<file path="config.mk">
export PLATFORM = sky130hd
export DESIGN_NAME = mem_port_arbiter
export DESIGN_NICKNAME = d
export VERILOG_FILES = /design/src/rtl/mem_port_arbiter.sv
export SDC_FILE = /design/constraint.sdc
export NUM_CORES = 1
export LEC_CHECK = 0
export BUFFER_PORTS_ARGS = -buffer_cell sky130_fd_sc_hd__buf_2
export CAP_MARGIN = 5
export CORE_AREA = 2 2 113 115
export DETAILED_ROUTE_END_ITERATION = 16
export DIE_AREA = 0 0 115 117
export PLACE_DENSITY = 0.87
export SLEW_MARGIN = 20
export SYNTH_ARGS = -nofsm -noshare
export SYNTH_HDL_FRONTEND = slang
export SYNTH_SLANG_ARGS = --single-unit
export TNS_END_PERCENT = 100
</file>
<file path="constraint.sdc">
create_clock -name clk -period 2.4 [get_ports clk]
set_input_delay 0.48 -clock clk [delete_from_list [all_inputs] [get_ports clk]]
set_output_delay 0.48 -clock clk [all_outputs]
set_load 0.02 [all_outputs]
</file>
<file path="src/rtl/mem_port_arbiter.sv">
// Shares one single-ported memory between instruction fetch and the load/store path.
// Data wins ties unless fetch has waited STARVE_MAX cycles; TIMEOUT bounds a hung memory.
module mem_port_arbiter #(
  parameter int ADDR_W     = 32,
  parameter int DATA_W     = 32,
  parameter int STARVE_MAX = 4,
  parameter int TIMEOUT    = 64
) (
  input  logic                clk,
  input  logic                rst_n,
  input  logic                i_req,
  input  logic [ADDR_W-1:0]   i_addr,
  output logic                i_ready,
  output logic [DATA_W-1:0]   i_rdata,
  output logic                i_err,
  input  logic                d_req,
  input  logic                d_we,
  input  logic [ADDR_W-1:0]   d_addr,
  input  logic [DATA_W-1:0]   d_wdata,
  input  logic [DATA_W/8-1:0] d_be,
  output logic                d_ready,
  output logic [DATA_W-1:0]   d_rdata,
  output logic                d_err,
  output logic                m_req,
  output logic                m_we,
  output logic [ADDR_W-1:0]   m_addr,
  output logic [DATA_W-1:0]   m_wdata,
  output logic [DATA_W/8-1:0] m_be,
  input  logic                m_ack,
  input  logic [DATA_W-1:0]   m_rdata
);

  localparam int SW = $clog2(STARVE_MAX + 1);
  localparam int TW = (TIMEOUT > 1) ? $clog2(TIMEOUT) : 1;
  localparam logic [SW-1:0] STARVE_LIM = SW'(STARVE_MAX);
  localparam logic [TW-1:0] TMO_LAST   = (TIMEOUT > 0) ? TW'(TIMEOUT - 1) : '0;

  typedef enum logic [1:0] {
    IDLE,
    BUSY_I,
    BUSY_D
  } state_t;

  state_t        state;
  logic [SW-1:0] starve_cnt;
  logic [TW-1:0] tmo_cnt;

  logic i_elig;
  logic d_elig;
  logic grant_i;
  logic grant_d;
  logic tmo_hit;

  // A requester whose ready is high this cycle is still holding req while it
  // drops it; treating it as ineligible prevents issuing the same request twice.
  always_comb begin
    i_elig  = i_req && !i_ready;
    d_elig  = d_req && !d_ready;
    grant_i = (state == IDLE) && i_elig && (!d_elig || (starve_cnt >= STARVE_LIM));
    grant_d = (state == IDLE) && d_elig && !grant_i;
    tmo_hit = (TIMEOUT != 0) && (tmo_cnt == TMO_LAST);
  end

  always_ff @(posedge clk or negedge rst_n) begin
    if (!rst_n) begin
      state      <= IDLE;
      starve_cnt <= '0;
      tmo_cnt    <= '0;
      m_req      <= 1'b0;
      m_we       <= 1'b0;
      m_addr     <= '0;
      m_wdata    <= '0;
      m_be       <= '0;
      i_ready    <= 1'b0;
      i_rdata    <= '0;
      i_err      <= 1'b0;
      d_ready    <= 1'b0;
      d_rdata    <= '0;
      d_err      <= 1'b0;
    end else begin
      i_ready <= 1'b0;
      d_ready <= 1'b0;

      if (grant_i) begin
        starve_cnt <= '0;
      end else if (i_req && (state != BUSY_I) && (starve_cnt < STARVE_LIM)) begin
        starve_cnt <= starve_cnt + 1'b1;
      end

      case (state)
        IDLE: begin
          if (grant_i) begin
            m_req   <= 1'b1;
            m_we    <= 1'b0;
            m_addr  <= i_addr;
            m_wdata <= '0;
            m_be    <= '1;
            tmo_cnt <= '0;
            state   <= BUSY_I;
          end else if (grant_d) begin
            m_req   <= 1'b1;
            m_we    <= d_we;
            m_addr  <= d_addr;
            m_wdata <= d_wdata;
            m_be    <= d_be;
            tmo_cnt <= '0;
            state   <= BUSY_D;
          end
        end

        BUSY_I, BUSY_D: begin
          if (m_ack) begin
            m_req <= 1'b0;
            state <= IDLE;
            if (state == BUSY_I) begin
              i_ready <= 1'b1;
              i_err   <= 1'b0;
              i_rdata <= m_rdata;
            end else begin
              d_ready <= 1'b1;
              d_err   <= 1'b0;
              d_rdata <= m_we ? '0 : m_rdata;
            end
          end else if (tmo_hit) begin
            m_req <= 1'b0;
            state <= IDLE;
            if (state == BUSY_I) begin
              i_ready <= 1'b1;
              i_err   <= 1'b1;
              i_rdata <= '0;
            end else begin
              d_ready <= 1'b1;
              d_err   <= 1'b1;
              d_rdata <= '0;
            end
          end else begin
            tmo_cnt <= tmo_cnt + 1'b1;
          end
        end

        default: state <= IDLE;
      endcase
    end
  end

endmodule

</file>
After elaboration in Yosys (flattened, before gate mapping) --
Index checks and enable logic that the tools add are counted.
Word-level totals: bits in registers 149, input bits 138, output and inout port bits 138
Cells by class: $add $sub $neg 2, order comparisons 2, eq/ne operators 8, mux-type cells 50, bitwise operators 1, reductions and logical operators 25
Operator list (number):
- 2-to-1 mux 32 bit | 13
- 2-to-1 mux 6 bit | 4
- 2-to-1 mux 1 bit | 22
- one-hot mux 6 bit (2 select lines) | 1
- AND reduction 3 bit | 3
- logical AND 1 bit | 8
- 2-to-1 mux 2 bit | 4
- 2-to-1 mux 4 bit | 2
- nonzero test 2 bit | 4
- adder 6 x 1 -> 6 bit (second input constant) | 1
- equality test 6 bit (second input constant) | 1
- 2-to-1 mux 3 bit | 2
- inequality test 3 bit (second input constant) | 2
- logical NOT 1 bit | 4
- inequality test 2 bit (second input constant) | 2
- one-hot mux 2 bit (2 select lines) | 1
- AND reduction 2 bit | 2
- AND reduction 4 bit | 1
- adder 3 x 1 -> 3 bit (second input constant) | 1
- >= comparator 3 bit (second input constant) | 1
- less-than comparator 3 bit (second input constant) | 1
- equality test 2 x 1 -> 1 bit (second input constant) | 1
- equality test 2 bit (second input constant) | 1
- logical NOT 2 bit | 1
- other kinds (5) | 5

Depth between registers and ports, before layout --
depth in word-level cells 10, depth in mapped cells 8, gate-level depth less buffers 6

Least setup slack after synthesis --
OpenSTA, ideal clock, no wires.
kind register to register, start point register state[0], end point register d_rdata[1], setup time 0.121 ns, arrival time 1.500 ns, required time 2.279 ns, slack 0.779 ns, cell stages (with the launch flop) 9, path through dfrtp_1 -> inv_1 -> ha_1 -> buf_4 -> and2b_1 -> nand2_1 -> nor2_2 -> buf_4 -> a22o_1
Between the ends: cells in the longest elaborated chain, start to end 3, elaborated cells on any way between the ends 5, classes of those cells eq/ne: 2; bitwise: 1; reduce/logical: 2
RTL lines:
- start: declaration | line 44 | state_t state;
- start signal: assignment | line 66 | state <= IDLE;
- start signal: assignment | line 99 | state <= BUSY_I;
- start signal: assignment | line 107 | state <= BUSY_D;
- equality test 2 x 1 -> 1 bit / equality test 2 bit (equally long branches) | line 90, 115, 127
- OR reduction 2 bit / inverter 1 bit (equally long branches)
- AND reduction 3 bit (no line) *
- end signal: assignment | line 122 | d_rdata <= m_we ? '0 : m_rdata;
- end: declaration | line 22 | output logic [DATA_W-1:0] d_rdata,
Mark *: on every way between the ends. The rest lies on a longest branch, timed or not. A chain may end at the register's enable or synchronous reset.

Final worst setup path --
start point register state[0], end point register d_rdata[27]
The elaborated chain is that of the path after synthesis.

==> out/metrics.yaml <==
p_clk_frac: 0.230
synth_edf_count: 0
max_cap_viol_count: 0
vdd_ir_drop_max_v: 0.000754
syn-num-nets: 602
synth-seq-cells: 149
synth_common_cells: "149 x dfrtp_1, 98 x a22o_1, 38 x nand2_1"
dr_wl_met2_mm: 8.58
antenna_found_initial: 1
r2r_cells: 5
initial_core_util: 0.492
yosys_warnings: 0
numCtsBuffers: 17
tns_ns: 0
dieHeight_um: 117
htreeDepth: 4
hold_buffers: 0
crit_path_end_kind: "flop"
final_core_util: 0.659
synthesis.instances: 460
clock.fmax_ghz: 0.473
diodes: 0
grt_usage: 0.237
synth.most_common_cell: "dfrtp_1"
endpoint: "d_rdata[27]"
hold_viol: 0
drt-pass1-iter-count: 4
grt_overflow: 0
whs_ns: 0.0623
critPathMaxFanout: 33
min_path_type: "primary input to async pin"
place.port_buffers: 275
p_total_mw: 12.2
rsz0062_at_grt: "no"
cts_tree: "done"
wirelength_mm: 16.2
status: "finished, final reports clean"
ant_nets: 0
switching_power_mw: 4.79
vias: 4915
async_reset_ff_frac: 1.00
drt-met1-wl_mm: 6.24
pwr-share-seq: 0.348
grt_max_degree: 67
regToRegSetupSlack_ns: 0.28
synth_top_area_frac: 0.615
clockBufferDepth: 2
coreArea_um2: 12300
std_cell_rows: 41
dr.first_iter.drc_count: 279
synth.top_cells.by_area: "dfrtp_1 62%, a22o_1 14%, mux2i_1 5.5%"
design.portCount: 276
wl_met3_um: 955
route.detailed.drc: 0
post_cts_buffers: 0
critPathArrivalTime_ns: 2.41
ys_seq_area_frac: 0.615
syn_to_final_growth_pct: 33.9
crit_path_start_kind: "flop"
die_area_um2: 13500
cts-root-buf: "clkbuf_16"
drive_gt1_frac: 0.441
cts_resized: 0
final_max_slew_viol_count: 0
fin_crit_ns: 2.12
viasPerCell: 5.49
powerDensity_nw_per_um2: 1510
avgSynthCellArea_um2: 13.2
grt_pass1_vias: 4777
reg2reg_from: "state[0]"
setup.worst_path.class: "flop to flop"
syn_area_um2: 6060
num-fill-cells: 932
wl_per_cell_um: 18.1
slew_headroom: 0.567
combPwrFrac: 0.422
reg2reg_to: "d_rdata[27]"
clock_sinks: 149
p_leak_nw: 4.25
sw_frac_of_total: 0.392
nets: 875
clk_pin_slew_ns: 0.06
finalClockSkew_ns: 0.00826
dpl.hpwl_mm: 11.8
tightest_slew_ns: 0.647
grt_pass1_wl_mm: 24.1
ys_dominant_reg_cell: "dfrtp_1"
yosysTopAreaCell: "dfrtp_1"
worstSkewPairLatency_ns: 0.42
setup_violations: 0
netlist-cell-type-count: 46
highest_layer: "met5"
place.gp.congestion: 0.842
crit_required_ns: 2.70
post-route-period-util: 0.881
fp.dieW_um: 115
intPower_mw: 7.42
startpoint: "state[0]"
## final cells by class
type,instances,area [um2],area share
Tap cell,150,188,0.0231
Timing Repair Buffer,287,1520,0.188
Clock inverter,12,175,0.0216
Multi-Input combinational cell,270,2010,0.248
Sequential cell,149,3730,0.460
Inverter,8,30.0,0.00370
Clock buffer,20,457,0.0563
## cells by family after synthesis
family,Yosys count,synth area share
buf+inv,41,0.0529
xor+xnor,1,0.00145
flops,149,0.615
mux,34,0.0564
compound gates,157,0.204
fa+ha+maj,4,0.00826
simple gates,74,0.0613
## state kept, by name (all words and copies together) (netlist names), 2 cells and up
signal,cells
d_rdata,32
i_rdata,32
m_addr,32
m_wdata,32
tmo_cnt,6
m_be,4
starve_cnt,3
state,2
## how the worst min path moves through the flow
stage                   start         to  slack, ns  cells past startpoint
floorplan               rst_n      d_err       0.18                      0
global placement        m_req      m_req       0.46                      1
detailed placement  m_addr[8]  m_addr[8]       0.47                      2
CTS                     rst_n    i_ready       0.08                      1
global route            rst_n    d_ready       0.09                      1
finish                  rst_n    d_ready       0.06                      1
## cells in the final DEF (no fill, tap or decap), drive strengths merged, types with 4 or more instances in the layout
cell and count:
nand2 40, a21oi 6, ha 4, nand2b 5, inv 10, a31oi 5, a22o 98, mux2i 33
o22a 4, buf 287, nor2 9, nand3 6, bufinv 4, dfrtp 149, o21ai 34, clkbuf 20
## stage by stage
step	area (um2)	cells	setup slack, ns
floorplan	6060	460	0.779
global placement	7480	864	0.404
detailed placement	7480	864	0.276
CTS	8110	896	0.262
global route	8110	896	0.150
finish	8110	896	0.285
## power by group through the flow
stage | logic, mW | registers [mW] | clock network [mW]
after global routing | 5.53 | 4.36 | 2.97
final | 5.15 | 4.25 | 2.81
after floorplan | 2.29 | 5.45 | 0
after detailed placement | 5.21 | 4.25 | 0
after CTS | 5.20 | 4.24 | 2.86
after global placement | 5.01 | 4.21 | 0
## critical path, cell delays in order (launching register included)
cell,delay [ns]
dfrtp_1,0.37
inv_1,0.05
ha_1,0.52
and2b_1,0.26
nand2_2,0.39
a22o_1,0.40
## per-layer routing
| layer | global-route usage | vias to the layer above |
|---|---|---|
| li1 | - | 2243 |
| met1 | 0.287 | 2446 |
| met2 | 0.397 | 186 |
| met3 | 0.0639 | 38 |
| met4 | 0.110 | 2 |
| met5 | 0 | - |
Note: power is estimated with default switching activity, not from simulation.
